**src/rtl/alu_defs_pkg.sv**
```systemverilog
// Shared opcode/func constants, issue FSM encoding and flag bit positions
// for the ALU issue controller and its decoder.
package alu_defs_pkg;

    localparam logic [5:0] OP_RTYPE = 6'h00;
    localparam logic [5:0] OP_ADDI  = 6'h08;
    localparam logic [5:0] OP_ADDIU = 6'h09;
    localparam logic [5:0] OP_ANDI  = 6'h0C;
    localparam logic [5:0] OP_ORI   = 6'h0D;

    localparam logic [5:0] FN_SLL   = 6'h00;
    localparam logic [5:0] FN_SRL   = 6'h02;
    localparam logic [5:0] FN_SRA   = 6'h03;
    localparam logic [5:0] FN_MFHI  = 6'h10;
    localparam logic [5:0] FN_MFLO  = 6'h12;
    localparam logic [5:0] FN_MULT  = 6'h18;
    localparam logic [5:0] FN_MULTU = 6'h19;
    localparam logic [5:0] FN_DIV   = 6'h1A;
    localparam logic [5:0] FN_DIVU  = 6'h1B;
    localparam logic [5:0] FN_ADD   = 6'h20;
    localparam logic [5:0] FN_ADDU  = 6'h21;
    localparam logic [5:0] FN_SUB   = 6'h22;
    localparam logic [5:0] FN_SUBU  = 6'h23;
    localparam logic [5:0] FN_AND   = 6'h24;
    localparam logic [5:0] FN_OR    = 6'h25;
    localparam logic [5:0] FN_XOR   = 6'h26;
    localparam logic [5:0] FN_NOR   = 6'h27;
    localparam logic [5:0] FN_SLT   = 6'h2A;
    localparam logic [5:0] FN_SLTU  = 6'h2B;

    // zon flag vector layout: {zero, overflow, negative}
    localparam int ZON_Z = 2;
    localparam int ZON_O = 1;
    localparam int ZON_N = 0;

    typedef enum logic [1:0] {
        ST_IDLE = 2'd0,
        ST_EXEC = 2'd1,
        ST_WB   = 2'd2
    } state_t;

endpackage

```
**src/rtl/alu_issue_decode.sv**
```systemverilog
// Combinational instruction classifier: which words the ALU supports,
// which write HI/LO and which read them back.
module alu_issue_decode
    import alu_defs_pkg::*;
(
    input  logic [31:0] instr,
    output logic        is_supported,
    output logic        is_hilo_wr,
    output logic        is_mfhi,
    output logic        is_mflo
);

    logic [5:0] opcode;
    logic [5:0] func;

    // register/shamt fields only matter to the ALU itself
    logic unused_fields;
    assign unused_fields = ^instr[25:6];

    assign opcode = instr[31:26];
    assign func   = instr[5:0];

    always_comb begin
        is_supported = 1'b0;
        is_hilo_wr   = 1'b0;
        is_mfhi      = 1'b0;
        is_mflo      = 1'b0;
        case (opcode)
            OP_RTYPE: begin
                case (func)
                    FN_SLL, FN_SRL, FN_SRA,
                    FN_ADD, FN_ADDU, FN_SUB, FN_SUBU,
                    FN_AND, FN_OR, FN_XOR, FN_NOR,
                    FN_SLT, FN_SLTU: begin
                        is_supported = 1'b1;
                    end
                    FN_MULT, FN_MULTU, FN_DIV, FN_DIVU: begin
                        is_supported = 1'b1;
                        is_hilo_wr   = 1'b1;
                    end
                    FN_MFHI: begin
                        is_supported = 1'b1;
                        is_mfhi      = 1'b1;
                    end
                    FN_MFLO: begin
                        is_supported = 1'b1;
                        is_mflo      = 1'b1;
                    end
                    default: ;
                endcase
            end
            OP_ADDI, OP_ADDIU, OP_ANDI, OP_ORI: begin
                is_supported = 1'b1;
            end
            default: ;
        endcase
    end

endmodule

```
**src/rtl/alu_issue_ctrl.sv**
```systemverilog
// Single-issue controller around an external combinational ALU: latches an
// instruction, waits one settle cycle, holds the result until consumed.
module alu_issue_ctrl
    import alu_defs_pkg::*;
#(
    parameter int DATA_W = 32,
    parameter int CNT_W  = 16
) (
    input  logic              clk,
    input  logic              rst,
    input  logic              in_valid,
    output logic              in_ready,
    input  logic [31:0]       in_instr,
    input  logic [DATA_W-1:0] in_gr1,
    input  logic [DATA_W-1:0] in_gr2,
    output logic [31:0]       alu_i_datain,
    output logic [DATA_W-1:0] alu_gr1,
    output logic [DATA_W-1:0] alu_gr2,
    input  logic [DATA_W-1:0] alu_c,
    input  logic [DATA_W-1:0] alu_hi,
    input  logic [DATA_W-1:0] alu_lo,
    input  logic [2:0]        alu_zon,
    output logic              out_valid,
    input  logic              out_ready,
    output logic [DATA_W-1:0] out_result,
    output logic [2:0]        out_zon,
    output logic              out_err,
    output logic [DATA_W-1:0] hi_q,
    output logic [DATA_W-1:0] lo_q,
    output logic [CNT_W-1:0]  cnt_issued,
    output logic [CNT_W-1:0]  cnt_err
);

    state_t            state_reg, state_next;
    logic [31:0]       instr_reg;
    logic [DATA_W-1:0] gr1_reg, gr2_reg;
    logic [DATA_W-1:0] result_reg, hi_reg, lo_reg;
    logic [2:0]        zon_reg;
    logic              err_reg;

    logic [31:0]       dec_instr;
    logic              dec_supported, dec_hilo_wr, dec_mfhi, dec_mflo;
    logic              wb_done;
    logic [1:0]        cnt_inc;

    // In IDLE classify the offered word, afterwards the latched one
    assign dec_instr = (state_reg == ST_IDLE) ? in_instr : instr_reg;

    alu_issue_decode u_decode (
        .instr        (dec_instr),
        .is_supported (dec_supported),
        .is_hilo_wr   (dec_hilo_wr),
        .is_mfhi      (dec_mfhi),
        .is_mflo      (dec_mflo)
    );

    assign in_ready  = (state_reg == ST_IDLE) && !rst;
    assign out_valid = (state_reg == ST_WB);
    assign wb_done   = (state_reg == ST_WB) && out_ready;

    always_ff @(posedge clk) begin
        if (rst) begin
            state_reg <= ST_IDLE;
        end else begin
            state_reg <= state_next;
        end
    end

    always_comb begin
        state_next = state_reg;
        case (state_reg)
            ST_IDLE: begin
                if (in_valid) begin
                    state_next = (dec_mfhi || dec_mflo) ? ST_WB : ST_EXEC;
                end
            end
            ST_EXEC: state_next = ST_WB;
            ST_WB: begin
                if (out_ready) begin
                    state_next = ST_IDLE;
                end
            end
            default: state_next = ST_IDLE;
        endcase
    end

    always_ff @(posedge clk) begin
        if (rst) begin
            instr_reg  <= '0;
            gr1_reg    <= '0;
            gr2_reg    <= '0;
            result_reg <= '0;
            zon_reg    <= '0;
            err_reg    <= 1'b0;
            hi_reg     <= '0;
            lo_reg     <= '0;
        end else begin
            case (state_reg)
                ST_IDLE: begin
                    if (in_valid) begin
                        instr_reg <= in_instr;
                        gr1_reg   <= in_gr1;
                        gr2_reg   <= in_gr2;
                        // HI/LO reads complete here, skipping the ALU
                        if (dec_mfhi || dec_mflo) begin
                            result_reg <= dec_mfhi ? hi_reg : lo_reg;
                            zon_reg    <= '0;
                            err_reg    <= 1'b0;
                        end
                    end
                end
                ST_EXEC: begin
                    err_reg <= !dec_supported;
                    if (dec_supported && !dec_hilo_wr) begin
                        result_reg <= alu_c;
                        zon_reg    <= alu_zon;
                    end else begin
                        result_reg <= '0;
                        zon_reg    <= '0;
                    end
                    if (dec_supported && dec_hilo_wr) begin
                        hi_reg <= alu_hi;
                        lo_reg <= alu_lo;
                    end
                end
                default: ;
            endcase
        end
    end

    assign cnt_inc[0] = wb_done;
    assign cnt_inc[1] = wb_done && err_reg;

    // Saturating status counters: [0] completed, [1] erroneous
    generate
        for (genvar gi = 0; gi < 2; gi++) begin : g_cnt
            logic [CNT_W-1:0] cnt_reg;
            always_ff @(posedge clk) begin
                if (rst) begin
                    cnt_reg <= '0;
                end else if (cnt_inc[gi] && (cnt_reg != {CNT_W{1'b1}})) begin
                    cnt_reg <= cnt_reg + 1'b1;
                end
            end
        end
    endgenerate

    assign cnt_issued   = g_cnt[0].cnt_reg;
    assign cnt_err      = g_cnt[1].cnt_reg;
    assign alu_i_datain = instr_reg;
    assign alu_gr1      = gr1_reg;
    assign alu_gr2      = gr2_reg;
    assign out_result   = result_reg;
    assign out_zon      = zon_reg;
    assign out_err      = err_reg;
    assign hi_q         = hi_reg;
    assign lo_q         = lo_reg;

endmodule

```
**config.mk**
```make
export PLATFORM = sky130hd
export DESIGN_NAME = alu_issue_ctrl
export DESIGN_NICKNAME = d
export VERILOG_FILES = /design/src/rtl/alu_defs_pkg.sv /design/src/rtl/alu_issue_decode.sv /design/src/rtl/alu_issue_ctrl.sv
export SDC_FILE = /design/constraint.sdc
export NUM_CORES = 1
export LEC_CHECK = 0
export BUFFER_PORTS_ARGS = -buffer_cell sky130_fd_sc_hd__buf_2
export CAP_MARGIN = 0
export CORE_AREA = 2 2 169 171
export DETAILED_ROUTE_END_ITERATION = 7
export DIE_AREA = 0 0 171 173
export MAX_ROUTING_LAYER = met4
export PLACE_DENSITY = 0.69
export REMOVE_ABC_BUFFERS = 1
export SLEW_MARGIN = 20
export SYNTH_ARGS = -nofsm -noshare
export SYNTH_HDL_FRONTEND = slang
export SYNTH_SLANG_ARGS = --single-unit
```
**constraint.sdc**
```tcl
create_clock -name clk -period 3.21 [get_ports clk]
set_input_delay 0.642 -clock clk [delete_from_list [all_inputs] [get_ports clk]]
set_output_delay 0.642 -clock clk [all_outputs]
set_load 0.005 [all_outputs]
```
==> results of run 1 <==
[cell families (layout without fill, tap and decap cells)]
logic type                 after synthesis  count (layout)  share of synthesized area [%]
AOI/OAI and AO/OA                      268             268                           18.6
muxes                                   34              34                           5.05
buffers and inverters                  100             492                           4.24
adders and majority gates                2               2                          0.256
DFF                                    230             230                           47.1
other                                    0               5                              0
and+or+nand+nor                        541             541                           22.7
xor gates and xnor gates                22              22                           1.97
[worst max-delay path: stages, from the launching register on]
cell      delay (ns)
dfxtp_1         0.44
or2_2           0.47
and3_1          0.24
o2111a_1        0.34
nor2_4          0.71
o211ai_1        0.25
a311oi_2        0.31
[power breakdown]
| group | leakage, nW | internal (mW) | switching, mW |
|---|---|---|---|
| clock network | 0.402 | 1.74 | 1.12 |
| registers | 1.87 | 2.97 | 0.0629 |
| logic | 3.40 | 0.296 | 0.431 |
| total | 5.67 | 5.00 | 1.61 |
[final cells by class]
cell class,count,area share [%]
timing repair buffer,441,17.8
antenna,5,0.0957
tap,378,3.62
clock buffer,38,5.69
inverter,9,0.258
clock inverter,4,0.536
sequential,230,35.2
multi-input combinational,867,36.8
[how the worst max path moves through the flow]
stage                                        endpoint  slack (ns)  cells past startpoint
after floorplan                  out_err$_SDFFE_PP0P_       -2.65                      6
after global placement    out_result[21]$_SDFFE_PP0P_        0.26                      8
after detailed placement  out_result[28]$_SDFFE_PP0P_        0.21                      8
after CTS                  out_result[2]$_SDFFE_PP0P_        0.31                      6
after global routing      out_result[16]$_SDFFE_PP0P_        0.12                      6
final                     out_result[16]$_SDFFE_PP0P_        0.33                      6
[synth_stat cells (all sizes together), types with 8 or more instances]
| library cell | n |
|---|---|
| dfxtp | 230 |
| buf | 15 |
| inv | 9 |
| xnor2 | 9 |
| o211ai | 35 |
| a21oi | 172 |
| nand4 | 8 |
| nor3 | 12 |
| nand3 | 15 |
| mux2 | 32 |
| nand2 | 397 |
| clkbuf | 76 |
| nor2 | 70 |
| o21ai | 10 |
| xor2 | 13 |
| and3 | 8 |
| a311oi | 33 |
[per-layer routing]
metal	share of wire, %	up-vias	global-route usage (%)
met4	3.2	0	6.81
met5	0	-	-
met1	40	4350	22.6
li1	-	4812	-
met3	8.0	59	4.76
met2	49	392	35.5
[stage by stage]
stage / util, % / hold slack (ns) / TNS, ns / std cells / area [µm²]
after floorplan: - / 0.447 / -232.64 / 1106 / 9390
after global placement: 44.3 / 0.438 / 0 / 1925 / 12200
after detailed placement: 44.3 / 0.443 / 0 / 1925 / 12200
after CTS: 47.3 / 0.329 / 0 / 1967 / 13100
after global routing: 47.3 / 0.344 / 0 / 1972 / 13100
final: 47.3 / 0.355 / 0 / 1972 / 13100
==> impl_metrics.tcl, run 1 <==
set metrics [dict create \
    status "finished, final reports clean" \
    hp-start "in_instr[10]" \
    viasPerCell 4.87 \
    setup_slack_ns 0.331 \
    postSynthCellCount 1197 \
    leakage_nw 5.67 \
    ys_ff_latch 230 \
    syn_to_final_growth_pct 33.9 \
    cts_hold_buf 0 \
    cts_tree "yes" \
    reg2reg_to "out_result[16]$_SDFFE_PP0P_" \
    synth_edf_count 0 \
    syn_area_per_cell_um2 8.16 \
    io_buffer_count 428 \
    period_needed_ns 2.88 \
    drc 0 \
    final_common_cell "buf_2" \
    hpwl_um 22200 \
    critPathLaunchType "flip-flop" \
    crit_path_max_fanout 35 \
    crit_arrival_ns 3.31 \
    final_cell_mix "buf_2 (427), nand2_1 (396), dfxtp_1 (230), a21oi_1 (171), nor2_1 (67)" \
    grt_use_total_pct 20.3 \
    fillerInstances 2723 \
    synth-async-reset-ratio_pct 0 \
    firstDrtPassIters 5 \
    worstHoldEndpoint "alu_i_datain[10]$_SDFFE_PP0P_" \
    power_per_cell_area_mw_per_mm2 506 \
    fmax_mhz 347 \
    worstSetupPathType "reg2reg" \
    critPathCaptureType "flip-flop" \
    fp.dieW_um 171 \
    cts_setup_buffers 0 \
    fin_nets 1775 \
    clock_sinks 230 \
    synth_top_cell_by_area "dfxtp_1" \
    rsz0062_at_grt "false" \
    root_buffer "clkbuf_16" \
    seq_area_mm2 0.00460 \
    seq_area_frac_synth_pct 47.1 \
    drv_cap 0 \
    min_period_over_period_pct 89.7 \
    vias 9613 \
    netlist_area_mm2 0.00977 \
    htreeDepth 1 \
    multi_input_area_mm2 0.00481 \
    power_mw 6.62 \
    layout-drive-gt1-share_pct 34.9 \
    gp_congestion 0.872 \
    ios 429 \
    relSlewSlack_pct 28.9 \
    path_clk_slew_ns 0.06 \
    synthTopCellsByArea "dfxtp_1 (47%), nand2_1 (15%), a21oi_1 (8.8%), a311oi_2 (4.6%), mux2_4 (4.6%)" \
    grt_max_degree 117 \
    first_global_vias 9061 \
    cp-startpoint "state_reg[1]$_SDFFE_PP0P_" \
    netlist.area_leader.share_pct 47.1 \
    core_mm2 0.0276 \
    final-hold-violation-count 0 \
    cp_data_required_time_ns 3.64 \
    antenna_found_initial 5 \
    r2r_start "state_reg[1]$_SDFFE_PP0P_" \
    fin_skew_ns 0.0113 \
    cts_resized 0 \
    cts_inserted_buffers 25 \
    clock_path_buffers 3 \
    postRouteAntennaNets 0 \
    clk-insertion-delay-late_ns 0.52 \
    grt_pass1_wl_um 47500 \
    ir_drop_mv 0.384 \
    r2r_slack_ns 0.33 \
    start_util_pct 35.3 \
    worstHoldPathCells 3 \
    r2r_cells 6 \
    synth-warning-count 0 \
    dr.first_iter.drc_count 536 \
    hold_path_class "in2reg" \
    setup_viol_count_final 0 \
    yosysUniqueCellTypes 51 \
    grt_overflow 0 \
    worst_pin_slew_ns 1.07 \
    die_area_mm2 0.0296 \
    post-place-ws_ns 0.210 \
    drv_slew 0 \
    die_y_um 173 \
    routed_wirelength_um 31300 \
    floorplan.rows 61 \
    wl_per_cell_um 15.9 \
    ys.flop_type "dfxtp_1" \
]
(Power assumes the default switching activity.)
==> run 2, diff against run 1 <==
==> constraint.sdc (replaced) <==
create_clock -name clk -period 3.4 [get_ports clk]
set_input_delay 0.68 -clock clk [delete_from_list [all_inputs] [get_ports clk]]
set_output_delay 0.68 -clock clk [all_outputs]
set_load 0.005 [all_outputs]
==> run 2 against run 1 <==
Sequential share of layout area shrank 0.18 points; highest routed layer unchanged; global-route usage up 0.46 points; critical path type unchanged; critical path depth stayed put.
==> impl_metrics.tcl, run 2 (synthesis results as in run 1) <==
set metrics [dict create \
    status "finished, final reports clean" \
    grt_pass1_wl_um 48900 \
    setup_slack_ns 0.536 \
    core_mm2 0.0276 \
    slowest_stage "nor2_4" \
    io_buffer_count 428 \
    cts_resized 0 \
    crit_arrival_ns 3.31 \
    drc 0 \
    relSlewSlack_pct 26.6 \
    p_seq_share_pct 44.3 \
    fin_nets 1775 \
    grt_overflow 0 \
    placedInstanceArea_mm2 0.0122 \
    die_y_um 173 \
    power_frac_comb_pct 10.5 \
    hpwl_um 22300 \
    timing.hold.ws_ns 0.373 \
    crit_path_max_fanout 35 \
    drv_slew 0 \
    max_stage_delay_ns 0.72 \
    routed_wirelength_um 31700 \
    pwr-share-clk_pct 45.2 \
    worstSetupPathType "reg2reg" \
    switching_share_pct 25.0 \
    power_mw 6.47 \
    final_common_cell "buf_2" \
    cts_hold_buf 0 \
    hold_path_class "in2reg" \
    clock_path_buffers 3 \
    min_period_over_period_pct 84.2 \
    p_switching_mw 1.61 \
    fin_setup_tns_ns 0 \
    first_global_vias 9168 \
    internal_power_mw 4.85 \
    setup_viol_count_final 0 \
    design_area_mm2 0.0131 \
    syn_to_final_growth_pct 34.6 \
    firstDrtPassIters 5 \
    dr.first_iter.drc_count 542 \
    root_buffer "clkbuf_16" \
    critPathCaptureType "flip-flop" \
    postRouteAntennaNets 0 \
    fin_skew_ns 0.0233 \
    rsz0062_at_grt "false" \
    start_util_pct 35.3 \
    crit_chain "or2_2, and3_1, o2111a_1, nor2_4, o211ai_1, a311oi_2" \
    clk-insertion-delay-late_ns 0.54 \
    ios 429 \
    wl_per_cell_um 16.1 \
    power_per_cell_area_mw_per_mm2 492 \
    period_needed_ns 2.86 \
    antenna_found_initial 3 \
    post-place-ws_ns 0.347 \
    final-hold-violation-count 0 \
    layout-drive-gt1-share_pct 35.3 \
    fillerInstances 2753 \
    cts_tree "yes" \
    cts_setup_buffers 0 \
    grt_max_degree 116 \
    grt_use_total_pct 20.8 \
    cts_inserted_buffers 26 \
    leakage_nw 5.71 \
    vias 9733 \
    floorplan.rows 61 \
    viasPerCell 4.93 \
    critPathLaunchType "flip-flop" \
    fmax_mhz 349 \
    worst_pin_slew_ns 1.10 \
    gp_congestion 0.855 \
    cp_data_required_time_ns 3.84 \
    htreeDepth 1 \
    clock_sinks 230 \
    ir_drop_mv 0.363 \
    die_area_mm2 0.0296 \
    drv_cap 0 \
    final_cell_mix "buf_2 (427), nand2_1 (396), dfxtp_1 (230), a21oi_1 (171), nor2_1 (67)" \
    path_clk_slew_ns 0.06 \
    fp.dieW_um 171 \
]
## run 2: stage by stage
| step | util, % | cells |
|---|---|---|
| final | 47.6 | 1975 |
| after global routing | 47.6 | 1975 |
| after CTS | 47.5 | 1972 |
| after detailed placement | 44.3 | 1924 |
| after global placement | 44.3 | 1924 |
| after floorplan | - | 1106 |
## run 2: power groups by stage
| stage | Sequential (mW) | Clock (mW) | Combinational [mW] |
|---|---|---|---|
| final | 2.87 | 2.92 | 0.681 |
| after global routing | 2.88 | 3.11 | 0.753 |
| after CTS | 2.87 | 3.00 | 0.692 |
| after detailed placement | 2.92 | 0 | 0.689 |
| after global placement | 2.92 | 0 | 0.680 |
| after floorplan | 2.93 | 0 | 0.289 |
## run 2: path summary, 6_finish.rpt
| check | from | to | slack (ns) | cells after the start |
|---|---|---|---|---|
| setup / recovery | state_reg[1]$_SDFFE_PP0P_ | out_result[21]$_SDFFE_PP0P_ | 0.54 | 6 |
| hold / removal | alu_hi[23] | hi_q[23]$_SDFFE_PP0P_ | 0.37 | 3 |
| setup reg to reg | state_reg[1]$_SDFFE_PP0P_ | out_result[21]$_SDFFE_PP0P_ | 0.54 | 6 |
| hold reg to reg | alu_i_datain[20]$_SDFFE_PP0P_ | alu_i_datain[20]$_SDFFE_PP0P_ | 0.45 | 2 |
## run 2: critical path: cells and delay by family, from the launching register on
family / cells / cell delay [ns]
simple gates: 3 / 1.43
flops: 1 / 0.43
compound gates: 3 / 0.89
## run 2: cell type report
cell class                      instances  area (µm²)  share of cell area (%)
Multi-Input combinational cell        867        4810                    36.6
Sequential cell                       230        4600                    35.0
Timing Repair Buffer                  440        2300                    17.5
Clock buffer                           38         797                    6.06
Tap cell                              378         473                    3.60
Clock inverter                         10         109                   0.828
Inverter                                9        33.8                   0.257
Antenna cell                            3        7.51                  0.0571
## run 2: layer usage
layer	wire [µm]	vias up	GRT usage, %	share of wire, %
met2	15700	373	36.1	49
li1	-	4810	-	-
met1	12600	4493	23.3	40
met3	2620	57	4.97	8.2
met4	837	0	6.60	2.6
met5	0	-	-	0
==> run 3, diff against run 2 <==
--- a/config.mk
+++ b/config.mk
@@ -5,6 +5,7 @@
 export SDC_FILE = /design/constraint.sdc
 export NUM_CORES = 1
 export LEC_CHECK = 0
+export ABC_AREA = 1
 export BUFFER_PORTS_ARGS = -buffer_cell sky130_fd_sc_hd__buf_2
 export CAP_MARGIN = 0
 export CORE_AREA = 2 2 169 171
==> constraint.sdc (replaced) <==
create_clock -name clk -period 2.8 [get_ports clk]
set_input_delay 0.56 -clock clk [delete_from_list [all_inputs] [get_ports clk]]
set_output_delay 0.56 -clock clk [all_outputs]
set_load 0.005 [all_outputs]
==> run 3 against run 2 <==
Sequential share of layout area grew 0.56 points; core utilization shrank 0.75 points; largest power group unchanged; non-clock buffer count grew 4.
==> impl_metrics.tcl, run 3 <==
set metrics [dict create \
    status "finished, final reports clean" \
    drv_cap 0 \
    fin_nets 1931 \
    grt_overflow 0 \
    setup_viol_count_final 0 \
    synth-warning-count 0 \
    syn_area_per_cell_um2 7.13 \
    setup_slack_ns 0.384 \
    critPathLaunchType "flip-flop" \
    vias 10150 \
    syn_to_final_growth_pct 34.9 \
    leakage_nw 6.33 \
    die_y_um 173 \
    routed_wirelength_um 31500 \
    gp_congestion 0.865 \
    drc 0 \
    worst_pin_slew_ns 0.796 \
    cp_data_required_time_ns 3.26 \
    final_cell_mix "buf_2 (427), nand2_1 (245), dfxtp_1 (230), nor2_1 (218), o21ai_0 (184)" \
    htreeDepth 1 \
    rsz0062_at_grt "false" \
    seq_area_frac_synth_pct 48.0 \
    io_buffer_count 428 \
    fillerInstances 2791 \
    grt_use_total_pct 20.9 \
    postSynthCellCount 1344 \
    synth_edf_count 0 \
    synth_top_cell_by_area "dfxtp_1" \
    period_needed_ns 2.42 \
    crit_path_max_fanout 64 \
    fp.dieW_um 171 \
    final_core_util_pct 46.8 \
    final-hold-violation-count 0 \
    dr.first_iter.drc_count 528 \
    start_util_pct 34.7 \
    clk-insertion-delay-late_ns 0.52 \
    cts_setup_buffers 0 \
    first_global_vias 9530 \
    wl_per_cell_um 14.8 \
    final_common_cell "buf_2" \
    cts_tree "yes" \
    crit_arrival_ns 2.87 \
    layout-drive-gt1-share_pct 29.1 \
    yosysUniqueCellTypes 38 \
    min_period_over_period_pct 86.3 \
    firstDrtPassIters 6 \
    grt_max_degree 91 \
    die_area_mm2 0.0296 \
    floorplan.rows 61 \
    grt_pass1_wl_um 49100 \
    post-place-ws_ns 0.331 \
    ios 429 \
    ys.flop_type "dfxtp_1" \
    critPathCaptureType "flip-flop" \
    path_clk_slew_ns 0.06 \
    core_mm2 0.0276 \
    synth-async-reset-ratio_pct 0 \
    r2r_cells 13 \
    synthTopCellsByArea "dfxtp_1 (48%), o21ai_0 (9.6%), nand2_1 (9.6%), nor2_1 (8.6%), a21oi_1 (6.7%)" \
    root_buffer "clkbuf_16" \
    ir_drop_mv 0.506 \
    fin_skew_ns 0.00857 \
    viasPerCell 4.76 \
    ys_ff_latch 230 \
    netlist_area_mm2 0.00959 \
    relSlewSlack_pct 46.9 \
    fmax_mhz 414 \
    cts_inserted_buffers 26 \
    yosysMostFrequentCell "nand2_1" \
    hold_path_class "in2reg" \
    clock_path_buffers 3 \
    cts_hold_buf 0 \
    antenna_found_initial 3 \
    postRouteAntennaNets 0 \
    power_per_cell_area_mw_per_mm2 627 \
    worstHoldPathCells 3 \
    drv_slew 0 \
    synthTopCellsByCount "nand2_1 (245), dfxtp_1 (230), nor2_1 (220)" \
    netlist.area_leader.share_pct 48.0 \
    clock_sinks 230 \
    r2r_slack_ns 0.38 \
    worstSetupPathType "reg2reg" \
    hpwl_um 22300 \
]
==> run 3: changes by cell type after synthesis, sizes merged, moves of 35 or more <==
cell	before	now
o21ai	10	212
nor2	70	223
nand2	397	249
inv	9	121
a21oi	172	130
o211ai	35	0
==> run 3: repair_timing <==
action / CTS / global route
resized for setup: 0 / 2
endpoints found under the setup margin: 0 / 4
endpoints found under the hold margin: 0 / 0
==> run 3: cell families (layout without fill, tap and decap cells) <==
group	count (synthesis)	count (layout)	synth area share, %
simple gates	549	549	23.6
compound gates	351	351	18.7
flops	230	230	48.0
buf+inv	208	614	8.99
xor+xnor	4	4	0.365
fa+ha+maj	2	2	0.261
other cells	0	4	0
==> run 3: layer usage <==
layer / global-route usage [%] / share of wire, % / up-vias / routed length, µm
met5: - / 0 / - / 0
met2: 33.9 / 47 / 343 / 14900
met1: 25.3 / 42 / 4586 / 13200
met4: 8.02 / 3.6 / 0 / 1130
li1: - / - / 5132 / -
met3: 4.44 / 7.2 / 89 / 2270
==> run 3: through the flow <==
| step | setup TNS [ns] | hold slack [ns] | power [mW] | instance area [µm²] | std cells |
|---|---|---|---|---|---|
| floorplan | -334.31 | 0.455 | 4.07 | 9180 | 1258 |
| global placement | 0 | 0.448 | 4.58 | 12000 | 2080 |
| detailed placement | 0 | 0.458 | 4.60 | 12000 | 2080 |
| CTS | 0 | 0.230 | 8.20 | 12900 | 2128 |
| global route | 0 | 0.246 | 8.46 | 12900 | 2131 |
| finish | 0 | 0.255 | 8.11 | 12900 | 2132 |
==> run 3: final cells by class <==
cell class                      count  area, µm²  share of cell area, %
Clock inverter                     11        136                   1.05
Antenna cell                        4       10.0                 0.0774
Tap cell                          378        473                   3.66
Multi-Input combinational cell    906       4150                   32.1
Clock buffer                       37        773                   5.98
Inverter                          122        459                   3.55
Sequential cell                   230       4600                   35.6
Timing Repair Buffer              444       2330                   18.0
==> run 3: worst max-delay path, stage by stage, from the launching register on <==
cell and delay (ns):
dfxtp_1 0.44, inv_2 0.12, nand2_2 0.26, nand2_1 0.08
nand2_1 0.13, nor2_1 0.08, nand2_1 0.08, nor2_1 0.04
nand2_2 0.05, buf_4 0.50, o21ai_0 0.21, o21ai_1 0.15
inv_1 0.05, a21oi_1 0.12
==> run 3: path summary, 6_finish.rpt <==
| path | from | to |
|---|---|---|
| worst max-delay path | state_reg[0]$_SDFFE_PP0P_ | out_result[23]$_SDFFE_PP0P_ |
| worst min register to register | cnt_issued[4]$_SDFFE_PP0P_ | cnt_issued[4]$_SDFFE_PP0P_ |
| worst min-delay path | in_instr[11] | alu_i_datain[11]$_SDFFE_PP0P_ |
| worst max register to register | state_reg[0]$_SDFFE_PP0P_ | out_result[23]$_SDFFE_PP0P_ |
==> run 3: power by group <==
part | leakage [nW] | internal, mW | total [mW] | switching, mW
sequential | 1.88 | 3.46 | 3.55 | 0.0889
combinational | 4.00 | 0.393 | 0.985 | 0.592
clock | 0.451 | 2.20 | 3.58 | 1.38
total | 6.33 | 6.05 | 8.11 | 2.06
